### src/rtl/ov5640_power_monitor.sv
// OV5640 power-pin monitor: tracks the sensor power state, flags sequencing faults.
// Optional watchdog enabled by defining POWER_MON_TIMEOUT_EN.
module ov5640_power_monitor #(
    parameter int unsigned MIN_PWDN_CYC = 250_000,
    parameter int unsigned MIN_RST_CYC  = 50_000,
    parameter int unsigned MIN_INIT_CYC = 1_000_000,
`ifdef POWER_MON_TIMEOUT_EN
    parameter int unsigned TIMEOUT_CYC  = 2_000_000,
`endif
    parameter int unsigned CNT_W        = 21
) (
    input  logic             sysclk,
    input  logic             rst,
    input  logic             cmos_pwdn,
    input  logic             cmos_reset,
    input  logic             done,
    input  logic             clear_fault,
    output logic             sensor_ready,
    output logic             fault,
    output logic [2:0]       fault_code,
    output logic [2:0]       state,
    output logic [CNT_W-1:0] meas_cnt
);

    // state    | meaning
    // S_WAIT   | waiting for pwdn high / reset low
    // S_OFF    | powered down, timing pwdn-high phase
    // S_PWR_UP | pwdn released, reset still held low
    // S_BOOT   | reset released, waiting for init time
    // S_READY  | sensor may be configured over SCCB
    // S_FAULT  | sticky fault, waits for clear_fault
    typedef enum logic [2:0] {
        S_WAIT   = 3'd0,
        S_OFF    = 3'd1,
        S_PWR_UP = 3'd2,
        S_BOOT   = 3'd3,
        S_READY  = 3'd4,
        S_FAULT  = 3'd5
    } state_t;

    localparam logic [2:0] C_NONE       = 3'd0;
    localparam logic [2:0] C_PWDN_SHORT = 3'd1;
    localparam logic [2:0] C_ORDER      = 3'd2;
    localparam logic [2:0] C_RST_SHORT  = 3'd3;
    localparam logic [2:0] C_GLITCH     = 3'd4;
    localparam logic [2:0] C_EARLY_DONE = 3'd5;
`ifdef POWER_MON_TIMEOUT_EN
    localparam logic [2:0] C_TIMEOUT    = 3'd6;
    localparam logic [CNT_W-1:0] TO_LIM   = CNT_W'(TIMEOUT_CYC);
`endif

    localparam logic [CNT_W-1:0] PWDN_LIM = CNT_W'(MIN_PWDN_CYC);
    localparam logic [CNT_W-1:0] RST_LIM  = CNT_W'(MIN_RST_CYC);
    localparam logic [CNT_W-1:0] INIT_LIM = CNT_W'(MIN_INIT_CYC);

    logic             p_q, r_q, d_q, p_qq, r_qq;
    logic             p_rise, p_fall, r_rise, r_fall;
    state_t           state_q, state_d;
    logic [2:0]       code_q, code_d;
    logic [CNT_W-1:0] cnt_q, cnt_d, cnt_inc;
    logic [CNT_W-1:0] meas_q, meas_d;
    logic             ready_q, fault_q;

    always_comb begin
        p_rise  = p_q & ~p_qq;
        p_fall  = ~p_q & p_qq;
        r_rise  = r_q & ~r_qq;
        r_fall  = ~r_q & r_qq;
        cnt_inc = (&cnt_q) ? cnt_q : cnt_q + 1'b1;
        state_d = state_q;
        code_d  = code_q;

        case (state_q)
            S_WAIT: begin
                if (p_q && !r_q) state_d = S_OFF;
            end
            S_OFF: begin
                // reset rising with pwdn still (or just) high is an ordering error
                if (r_rise) begin
                    state_d = S_FAULT;
                    code_d  = C_ORDER;
                end else if (p_fall) begin
                    if (cnt_inc < PWDN_LIM) begin
                        state_d = S_FAULT;
                        code_d  = C_PWDN_SHORT;
                    end else begin
                        state_d = S_PWR_UP;
                    end
                end
            end
            S_PWR_UP: begin
                if (p_rise) begin
                    state_d = S_OFF;
                end else if (r_rise) begin
                    if (cnt_inc < RST_LIM) begin
                        state_d = S_FAULT;
                        code_d  = C_RST_SHORT;
                    end else begin
                        state_d = S_BOOT;
                    end
                end
`ifdef POWER_MON_TIMEOUT_EN
                else if (cnt_inc == TO_LIM) begin
                    state_d = S_FAULT;
                    code_d  = C_TIMEOUT;
                end
`endif
            end
            S_BOOT: begin
                if (r_fall || p_rise) begin
                    state_d = S_FAULT;
                    code_d  = C_GLITCH;
                end else if (d_q && (cnt_inc < INIT_LIM)) begin
                    state_d = S_FAULT;
                    code_d  = C_EARLY_DONE;
                end else if (cnt_inc == INIT_LIM) begin
                    state_d = S_READY;
                end
`ifdef POWER_MON_TIMEOUT_EN
                else if (!d_q && (cnt_inc == TO_LIM)) begin
                    state_d = S_FAULT;
                    code_d  = C_TIMEOUT;
                end
`endif
            end
            S_READY: begin
                if (p_rise) begin
                    state_d = S_OFF;
                end else if (r_fall && !p_q) begin
                    state_d = S_FAULT;
                    code_d  = C_GLITCH;
                end
`ifdef POWER_MON_TIMEOUT_EN
                else if (!d_q && (cnt_inc == TO_LIM)) begin
                    state_d = S_FAULT;
                    code_d  = C_TIMEOUT;
                end
`endif
            end
            S_FAULT: begin
                if (clear_fault) begin
                    state_d = S_WAIT;
                    code_d  = C_NONE;
                end
            end
            default: begin
                state_d = S_WAIT;
                code_d  = C_NONE;
            end
        endcase

        if (state_d != state_q) begin
            cnt_d  = '0;
            meas_d = cnt_inc;
        end else begin
            cnt_d  = (state_q == S_FAULT) ? cnt_q : cnt_inc;
            meas_d = meas_q;
        end
    end

    always_ff @(posedge sysclk) begin
        if (rst) begin
            p_q     <= 1'b1;
            r_q     <= 1'b0;
            d_q     <= 1'b0;
            p_qq    <= 1'b1;
            r_qq    <= 1'b0;
            state_q <= S_WAIT;
            code_q  <= C_NONE;
            cnt_q   <= '0;
            meas_q  <= '0;
            ready_q <= 1'b0;
            fault_q <= 1'b0;
        end else begin
            p_q     <= cmos_pwdn;
            r_q     <= cmos_reset;
            d_q     <= done;
            p_qq    <= p_q;
            r_qq    <= r_q;
            state_q <= state_d;
            code_q  <= code_d;
            cnt_q   <= cnt_d;
            meas_q  <= meas_d;
            ready_q <= (state_d == S_READY);
            fault_q <= (state_d == S_FAULT);
        end
    end

    assign sensor_ready = ready_q;
    assign fault        = fault_q;
    assign fault_code   = code_q;
    assign state        = state_q;
    assign meas_cnt     = meas_q;

endmodule

### config.mk
export PLATFORM = sky130hd
export DESIGN_NAME = ov5640_power_monitor
export DESIGN_NICKNAME = d
export VERILOG_FILES = /design/src/rtl/ov5640_power_monitor.sv
export SDC_FILE = /design/constraint.sdc
export NUM_CORES = 1
export LEC_CHECK = 0
export ABC_CLOCK_PERIOD_IN_PS = 4200
export CAP_MARGIN = 20
export CORE_ASPECT_RATIO = 0.8
export CORE_MARGIN = 2
export CORE_UTILIZATION = 55
export CTS_CLUSTER_SIZE = 16
export DETAILED_ROUTE_END_ITERATION = 7
export PLACE_DENSITY = 0.82
export RECOVER_POWER = 25
export SLEW_MARGIN = 20
export SYNTH_ARGS = -nofsm -noshare
export SYNTH_HDL_FRONTEND = slang
export SYNTH_SLANG_ARGS = --single-unit
### constraint.sdc
create_clock -name sysclk -period 4.2 [get_ports sysclk]
set_clock_uncertainty 0.05 [all_clocks]
set_input_delay 0.84 -clock sysclk [delete_from_list [all_inputs] [get_ports sysclk]]
set_output_delay 0.84 -clock sysclk [all_outputs]
set_load 0.03 [all_outputs]
# --- Yosys cells after proc, flatten, opt, wreduce, memory -nomap -nowiden ---
# Index checks and enable logic that the tools add are counted.
op_classes:
  shifts: 0
  n_addsub: 1
  bitwise_logic: 9
  div: 0
  n_reduce_logical: 10
  eq_ne: 18
  mul: 0
  muxes: 27
  n_lt_le_gt_ge: 3
op_table:
  columns: ["operator", "n"]
  rows:
  - ["$mux W3", 24]
  - ["$pmux W3 S6", 2]
  - ["$add A21 B1 Y21 const B", 1]
  - ["$eq A21 B20 Y1 const B", 1]
  - ["$lt A21 B16 Y1 const B", 1]
  - ["$lt A21 B18 Y1 const B", 1]
  - ["$lt A21 B20 Y1 const B", 1]
  - ["$mux W21", 1]
  - ["$reduce_and A21 Y1", 1]
  - ["$eq A3 B3 Y1 const B", 4]
  - ["$ne A2 B2 Y1 const B", 6]
  - ["$reduce_and A10 Y1", 1]
  - ["$ne A3 B3 Y1 const B", 3]
  - ["$eq A3 B2 Y1 const B", 2]
  - ["$not A1 Y1", 5]
  - ["$and A1 B1 Y1", 4]
  - ["$eq A3 B1 Y1 const B", 1]
  - ["$logic_and A1 B1 Y1", 3]
  - ["$logic_not A3 Y1", 1]
  - ["$ne A3 B3 Y1", 1]
  - ["$logic_not A1 Y1", 2]
  - ["$reduce_or A2 Y1", 1]
  - ["$logic_or A1 B1 Y1", 1]
word_totals:
  reg_bits: 55
  wordCells: 79
  inputBits: 6
  out_inout_bits: 29
  romBits: 0
  mem_count: 0
  latchBits: 0
  mem_bits_rw: 0

# --- Longest topological paths before layout ---
# Gate-level depths: netlist of run 1.
logic_depth:
  ltp_word: 9
  mapped_depth: 14
  mapped_depth_nobuf: 11

# --- Worst setup path after synthesis of run 1 ---
# Ideal clock, no wire load.
synth_timing:
  kind: "flip-flop to flip-flop"
  start: "register cnt_q[1]"
  end: "register meas_q[11], in the netlist meas_cnt[11]"
  path_slack_ns: 0.770
  t_arrival_ns: 3.264
  setup_ns: 0.116
  stages_incl_launch_ff: 12
  required_time_ns: 4.034
  period_less_slack_ns: 3.430
  path_buffers: 1
  cell_sequence: "dfxtp_1 -> ha_1 -> nand4_1 -> nor4_4 -> nand2_1 -> xnor2_1 -> a2111o_1 -> nor4_2 -> nor3_4 -> o32a_2 -> buf_2 -> a41o_1"
synth_between:
  elab_chain_cells: 8
  elab_cells_between_ends: 19
  classes_between: "1 x add/sub; 3 x order compare; 2 x eq/ne; 11 x mux; 2 x reduce/logical"
synth_lines:
  columns: ["item", "line_no", "rtl"]
  rows:
  - ["start: declaration", "60", "logic [CNT_W-1:0] cnt_q, cnt_d, cnt_inc;"]
  - ["start signal: assignment", "182", "cnt_q <= cnt_d;"]
  - ["$add A21 B1 Y21 or $reduce_and A21 Y1 (tied branches)", "69", "cnt_inc = (&cnt_q) ? cnt_q : cnt_q + 1'b1;"]
  - ["$mux W21 (*)", "69", null]
  - ["$lt A21 B18 Y1 (tied with other cells)", "83", "if (cnt_inc < PWDN_LIM) begin"]
  - ["$mux W3 (tied with other cells)", "83", null]
  - ["$mux W3, on equally long branches", "82, 113, 94", null]
  - ["$mux W3, on equally long branches", "79, 110, 92", null]
  - ["$pmux W3 S6", "73", "case (state_q)"]
  - ["$ne A3 B3 Y1", "152", "if (state_d != state_q) begin"]
  - ["end signal: assignment", "183", "meas_q <= meas_d;"]
  - ["end: declaration", "61", "logic [CNT_W-1:0] meas_q, meas_d;"]
# Every way passes the cells marked *; elsewhere a longest branch is shown, timed or not.
# A chain may end at the register's enable or synchronous reset.

# --- Worst setup path in the final report of run 1 ---
layout_timing:
  start: "register cnt_q[0]"
  end: "register meas_q[1], in the netlist meas_cnt[1]"
# Same word-level chain as after synthesis.

==> qor.yml, run 1 <==
numCtsBuffers: 5
reg2reg_slack_ns: 0.27
hp-class: "flop to flop"
core_area_sq_um: 6510
whs_ns: 0.425
synthAdderAreaFrac_pct: 0.332
fin_nets: 484
critical_path_class: "flop to flop"
num_vias: 3708
totalWireLength_um: 10900
diodes: 0
rows: 26
r2r-start: "cnt_q[0]"
rr_worst_depth: 13
synth-edff-count: 0
yosysTopAreaCell: "dfxtp_1"
dp_cells: 552
rsz0062_at_grt: "false"
finalHoldViolCount: 0
htreeDepth: 2
port_buffers: 34
syn_area_per_cell_sq_um: 8.15
ys_ff_latch: 55
cts.clk_slew.worst_paths_ns: 0.11
synthArstFlopShare_pct: 0
critPathCaptureType: "flop"
timing.setup.tns_ns: 0
synth_top_area_share_pct: 29.2
cp_max_fo: 19
synth.most_common_cell: "dfxtp_1"
yosys-top-cells-count: "55 x dfxtp_1, 39 x nor3_1, 32 x nand2_1, 27 x a21oi_1, 27 x nor2_1"
synth_simple_gate_area_share_pct: 31.1
cts_tree: "yes"
ant_nets: 0
synth-main-ff-cell: "dfxtp_1"
synth.cell_area_sq_um: 3760
drc: 0
drt-initial-drc-count: 518
synth_xor_area_share_pct: 5.35
root_buffer: "clkbuf_8"
synth_top_family_by_area: "simple AND/OR/NAND/NOR gates"
drt-vias-per-instance: 6.60
setup_viol: 0
gp_congestion: 1.01
synthMuxAreaShare_pct: 2.26
synth_compound_area_share_pct: 25.0
worstPathRequired_ns: 4.40
ios: 35
maxCapViolCount: 0
drt_first_pass_iters: 6
ir_drop_v: 0.000194
postSynthCellCount: 462
drv_slew: 0
seq_area_frac_synth_pct: 29.2
dieArea_sq_um: 7530
die_w_um: 96.5
tightest_slew_ns: 0.687
startpoint_type: "flop"
wl_per_cell_um: 19.5
syn_to_final_growth_pct: 12.7
grt_antenna_before_repair: 0
overflow: 0
status: "finished clean"
period_share_pct: 93.6
synth_nets: 469
leakage_nw: 1.45
grt_use_total_pct: 30.7
slew_headroom_pct: 54.1
fmax_mhz: 254
grt_pass1_vias: 3449
hpwl_um: 7970
clock-sinks: 55
drive_gt1_share_pct: 14.6
start_util_pct: 57.9
r2r-end: "meas_cnt[1]"
endpoint: "meas_cnt[1]"
die_h_um: 78
synthTopCellsByArea: "dfxtp_1 29%, nor3_1 5.2%, a21oi_1 3.6%"
cts_hold_buf: 0
yosys_warnings: 0
synth_cell_types: 73
clockBufferDepth: 2
grt_max_degree: 50
fin_crit_ns: 3.93
cp.arrival_ns: 4.13
p_per_area_nw_per_um2: 300
fin_cells: 562
grt_pass1_wl_um: 18000
clock_latency_ns: 0.32
crit_start: "cnt_q[0]"
-- worst min path at each step --
stage                 startpoint      endpoint  slack, ns  cells past startpoint
floorplan                    p_q          p_qq       0.44                      1
global placement    meas_cnt[16]  meas_cnt[16]       0.41                      2
detailed placement   meas_cnt[0]   meas_cnt[0]       0.41                      2
CTS                  meas_cnt[0]   meas_cnt[0]       0.43                      2
global route         meas_cnt[0]   meas_cnt[0]       0.45                      2
finish              meas_cnt[16]  meas_cnt[16]       0.43                      2
-- per-stage QoR --
stage / setup slack (ns) / area [sq um] / utilization, % / total power [mW]
after floorplan: 0.770 / 3760 / - / 0.858
after global routing: 0.0625 / 4240 / 65.2 / 1.32
after detailed placement: 0.150 / 4090 / 62.9 / 0.966
final: 0.267 / 4240 / 65.2 / 1.27
after global placement: 0.268 / 4090 / 62.9 / 0.958
after CTS: 0.121 / 4190 / 64.4 / 1.28
-- metal layers --
metal / track usage [%] / vias up / wire [um]
met3: 6.12 / 31 / 1070
met2: 42.2 / 221 / 4500
met4: 9.01 / 0 / 257
li1: - / 1754 / -
met1: 47.7 / 1702 / 5110
met5: 0 / - / 0
-- cell usage in the layout (no fill, tap or decap), types with 4 or more instances in the layout --
cell type,n
o211ai_1,6
or2_2,4
nand2b_1,7
o21ai_1,10
nand4_1,9
clkdlybuf4s50_1,17
and3_1,10
nor4_1,10
nor2_1,27
xnor2_1,13
a211oi_1,4
and2_1,6
inv_1,6
nand2_1,32
a41o_1,4
nor3_1,39
o21ai_0,12
nand3_1,25
dfxtp_1,55
nor2b_1,12
dlygate4sd3_1,16
a211oi_2,9
and4_1,5
a21oi_1,27
buf_4,15
a311oi_1,6
clkbuf_8,6
mux2i_1,7
xor2_1,9
-- layout make-up --
type	instances	area [sq um]
Clock buffer	6	82.6
Clock inverter	2	16.3
Fill cell	557	2260
Inverter	6	22.5
Multi-Input combinational cell	359	2450
Sequential cell	55	1100
Tap cell	84	105
Timing Repair Buffer	50	467
-- cell families (layout without fill, tap and decap cells) --
family | count (synthesis) | in the layout
muxes | 8 | 8
DFF | 55 | 55
adders and majority gates | 1 | 1
and+or+nand+nor | 206 | 206
buffers and inverters | 48 | 64
xor gates and xnor gates | 23 | 23
AOI/OAI and AO/OA | 121 | 121
-- sequential cells by signal (all words and copies together), names as in the netlist --
| register | cells |
|---|---|
| p_q | 1 |
| meas_cnt | 21 |
| fault | 1 |
| sensor_ready | 1 |
| r_qq | 1 |
| state | 3 |
| d_q | 1 |
| r_q | 1 |
| p_qq | 1 |
| cnt_q | 21 |
| fault_code | 3 |
-- critical path, cell delays in order, from the launching register on --
cell	delay [ns]
dfxtp_1	0.49
ha_2	0.31
and4_1	0.37
nand4_1	0.23
buf_4	0.22
o211ai_1	0.18
xor2_1	0.45
nor3b_1	0.11
o221a_2	0.30
a311oi_1	0.46
a41o_1	0.15
buf_4	0.23
nor3_1	0.08
a311oi_2	0.22
-- what timing repair did --
item / CTS / global route
gates resized for setup: 0 / 5
setup buffers: 0 / 2
setup endpoints to repair: 0 / 43
-- report_power, final --
group	switching [mW]	internal, mW	total (mW)
sequential	0.0267	0.556	0.583
clock	0.185	0.135	0.320
combinational	0.230	0.139	0.369
Power figures use the tool's default switching activity.
==> run 2, diff against run 1 <==
--- a/config.mk
+++ b/config.mk
@@ -6,7 +6,7 @@
 export NUM_CORES = 1
 export LEC_CHECK = 0
 export ABC_CLOCK_PERIOD_IN_PS = 4200
-export CAP_MARGIN = 20
+export CAP_MARGIN = 5
 export CORE_ASPECT_RATIO = 0.8
 export CORE_MARGIN = 2
 export CORE_UTILIZATION = 55
@@ -14,6 +14,7 @@
 export DETAILED_ROUTE_END_ITERATION = 7
 export PLACE_DENSITY = 0.82
 export RECOVER_POWER = 25
+export SKIP_CTS_REPAIR_TIMING = 1
 export SLEW_MARGIN = 20
 export SYNTH_ARGS = -nofsm -noshare
 export SYNTH_HDL_FRONTEND = slang
==> results of run 2 <==
Final layout, timing and power as in run 1 (identical DEF).
==> RTL change (settings of run 2) <==
The option `POWER_MON_TIMEOUT_EN` is turned on by a define.
--- a/src/rtl/ov5640_power_monitor.sv
+++ b/src/rtl/ov5640_power_monitor.sv
@@ -2,2 +2,4 @@
 // Optional watchdog enabled by defining POWER_MON_TIMEOUT_EN.
+`define POWER_MON_TIMEOUT_EN
+
 module ov5640_power_monitor #(
Behaviour: same outputs for any inputs over 10 cycles, from zero or initial values and one cycle with rst high; that may be too few to reach the edited logic, so the function may still have changed.
==> RTL change against run 2 <==
  * First-iteration DRC count rose by 12%
  * Combinational power rose by 4%
  * Routed wire length rose by 8.7%
  * Worst setup slack got worse by 0.080 ns
  * Area after synthesis rose by 7.1%
  * Cell area rose by 7.6%
  * Clock power barely moved
  * Sequential cell count did not move
  * Critical endpoint is now meas_cnt[4]
  * Synthesized cell count rose by 11%
  * Total power rose by 1.4%
  * Critical path type unchanged
  * Global-route usage fell by 0.87 points
==> RTL change: results (changes against run 2) <==
Post-synth top cells=dfxtp_1, nor2_1, nand2_1; GP Congestion=1.045 (+3.1%); Switch Pwr=0.0004699 W (+6.4%); GR met2 Demand/Resource=0.4331 (+0.01089); DR iter-0 viols=578 (+12%); max_cap viols=0 (unchanged); sequential-to-total area share from yosys stat=0.2730 (-0.01950); Ys Warns=0 (unchanged); HPWL Detailed=8876 um (+11%); vias in the first global route=3721 (+7.9%); largest net degree at the start of global routing=31 (-38%); Post-synth ARST share=0 (unchanged); drt total wl=11890 um (+8.7%); layout cells sized above 1=0.1423 (-0.004121); Clock transition at path regs=0.12 ns; Slew @ Worst Pin=0.9498 ns (+0.2628 ns); CTS Buf Count=5 (unchanged); Vias/cell=6.837 (+3.6%); first-pass GRT wire length=18990 um (+5.4%); TritonRoute pass-1 iters=7 (+1); Synthesized Nets=518 (+10%); Max VDD drop=148.1 uV (-24%); met1 Resource Use GR=0.4314 (-0.04575); top cells by area, synth=dfxtp_1, nor2_1, a21oi_1; HP Class=reg2reg; CTS max path bufs=2 (unchanged); Overall Global Routing Usage=0.2986 (-0.008706); H-tree levels=2 (unchanged); fillers=583 (+4.7%); outcome=completed; antenna violations before repair=0 (unchanged); Max FO, Critical Path=14 (-5); Final nets=540 (+12%); Synth cell types=82 (+12%); ant diodes=0 (unchanged); Leak=1.594 nW (+10%); port bufs=34 (unchanged); CP Data Required Time=4.40 ns (about the same); grt met3 use=0.07398 (+0.01281); clk root buf=clkbuf_8; Worst-Skew Late Latency=0.33 ns
==> RTL change: changes by cell type after synthesis, sizes merged, moves of 4 or more <==
cell	change
nand4	+15
a21oi	+5
nand3	-12
a311oi	-5
nor3	-22
xor2	+4
o31ai	+12
a41o	-4
nor2b	+5
nor2	+25
a31oi	+7
nor4	+5
==> RTL change: cells by family (layout without fill, tap and decap cells) <==
group	after synthesis	after routing	synth area share
compound gates	139	139	0.2469
xor+xnor	26	26	0.05831
fa+ha+maj	1	1	0.003101
buf+inv	52	75	0.06141
flops	55	55	0.2730
mux	9	9	0.02295
simple gates	229	229	0.3344
==> RTL change: cell type report <==
type                            count  area share
Timing Repair Buffer               59      0.1157
Clock inverter                      3    0.006308
Sequential cell                    55      0.2414
Inverter                            8    0.006583
Multi-Input combinational cell    404      0.5911
Clock buffer                        5     0.01509
Tap cell                           87     0.02386
==> RTL change: per-stage QoR <==
stage	total power [W]	instances	instance area, um^2	setup slack [ns]	utilization
6_report	0.001290	621	4562	0.1876	0.6524
5_1_grt	0.001345	621	4562	-0.009325	0.6524
4_1_cts	0.001296	621	4551	0.1899	0.6507
3_5_place_dp	0.0009852	613	4453	0.2308	0.6368
3_3_place_gp	0.0009733	613	4453	0.3463	0.6368
2_1_floorplan	0.0008597	511	4034	0.8525	-
==> RTL change: per-layer routing <==
metal | vias up | part of all wire
met2 | 296 | 0.41
met3 | 32 | 0.12
li1 | 1964 | -
met1 | 1954 | 0.45
met4 | 0 | 0.020
met5 | - | 0
==> RTL change: path summary, 6_finish.rpt <==
path | startpoint | end | slack [ns] | depth (start not counted)
hold / removal | meas_cnt[19] | meas_cnt[19] | 0.43 | 2
hold reg to reg | meas_cnt[19] | meas_cnt[19] | 0.43 | 2
setup / recovery | cnt_q[0] | meas_cnt[4] | 0.19 | 13
setup reg to reg | cnt_q[0] | meas_cnt[4] | 0.19 | 13
==> RTL change: power by group through the flow <==
| stage | Combinational (W) | Clock [W] | Sequential [W] |
|---|---|---|---|
| finish | 0.000385 | 0.000319 | 0.000587 |
| global route | 0.000414 | 0.000340 | 0.000591 |
| CTS | 0.000387 | 0.000322 | 0.000587 |
| detailed placement | 0.000386 | 0 | 0.000599 |
| global placement | 0.000375 | 0 | 0.000598 |
| floorplan | 0.000219 | 0 | 0.000641 |
==> RTL change: critical path, stage by stage (launching register included) <==
cell and delay (ns):
dfxtp_1 0.35, ha_1 0.35, nand3_2 0.30, nor2_1 0.27, nand4_1 0.37, a21oi_1 0.40
a2111oi_0 0.14, buf_4 0.16, or4_4 0.49, nand3_2 0.13, o31a_2 0.17, buf_4 0.19
nand3_1 0.25, a211oi_1 0.30
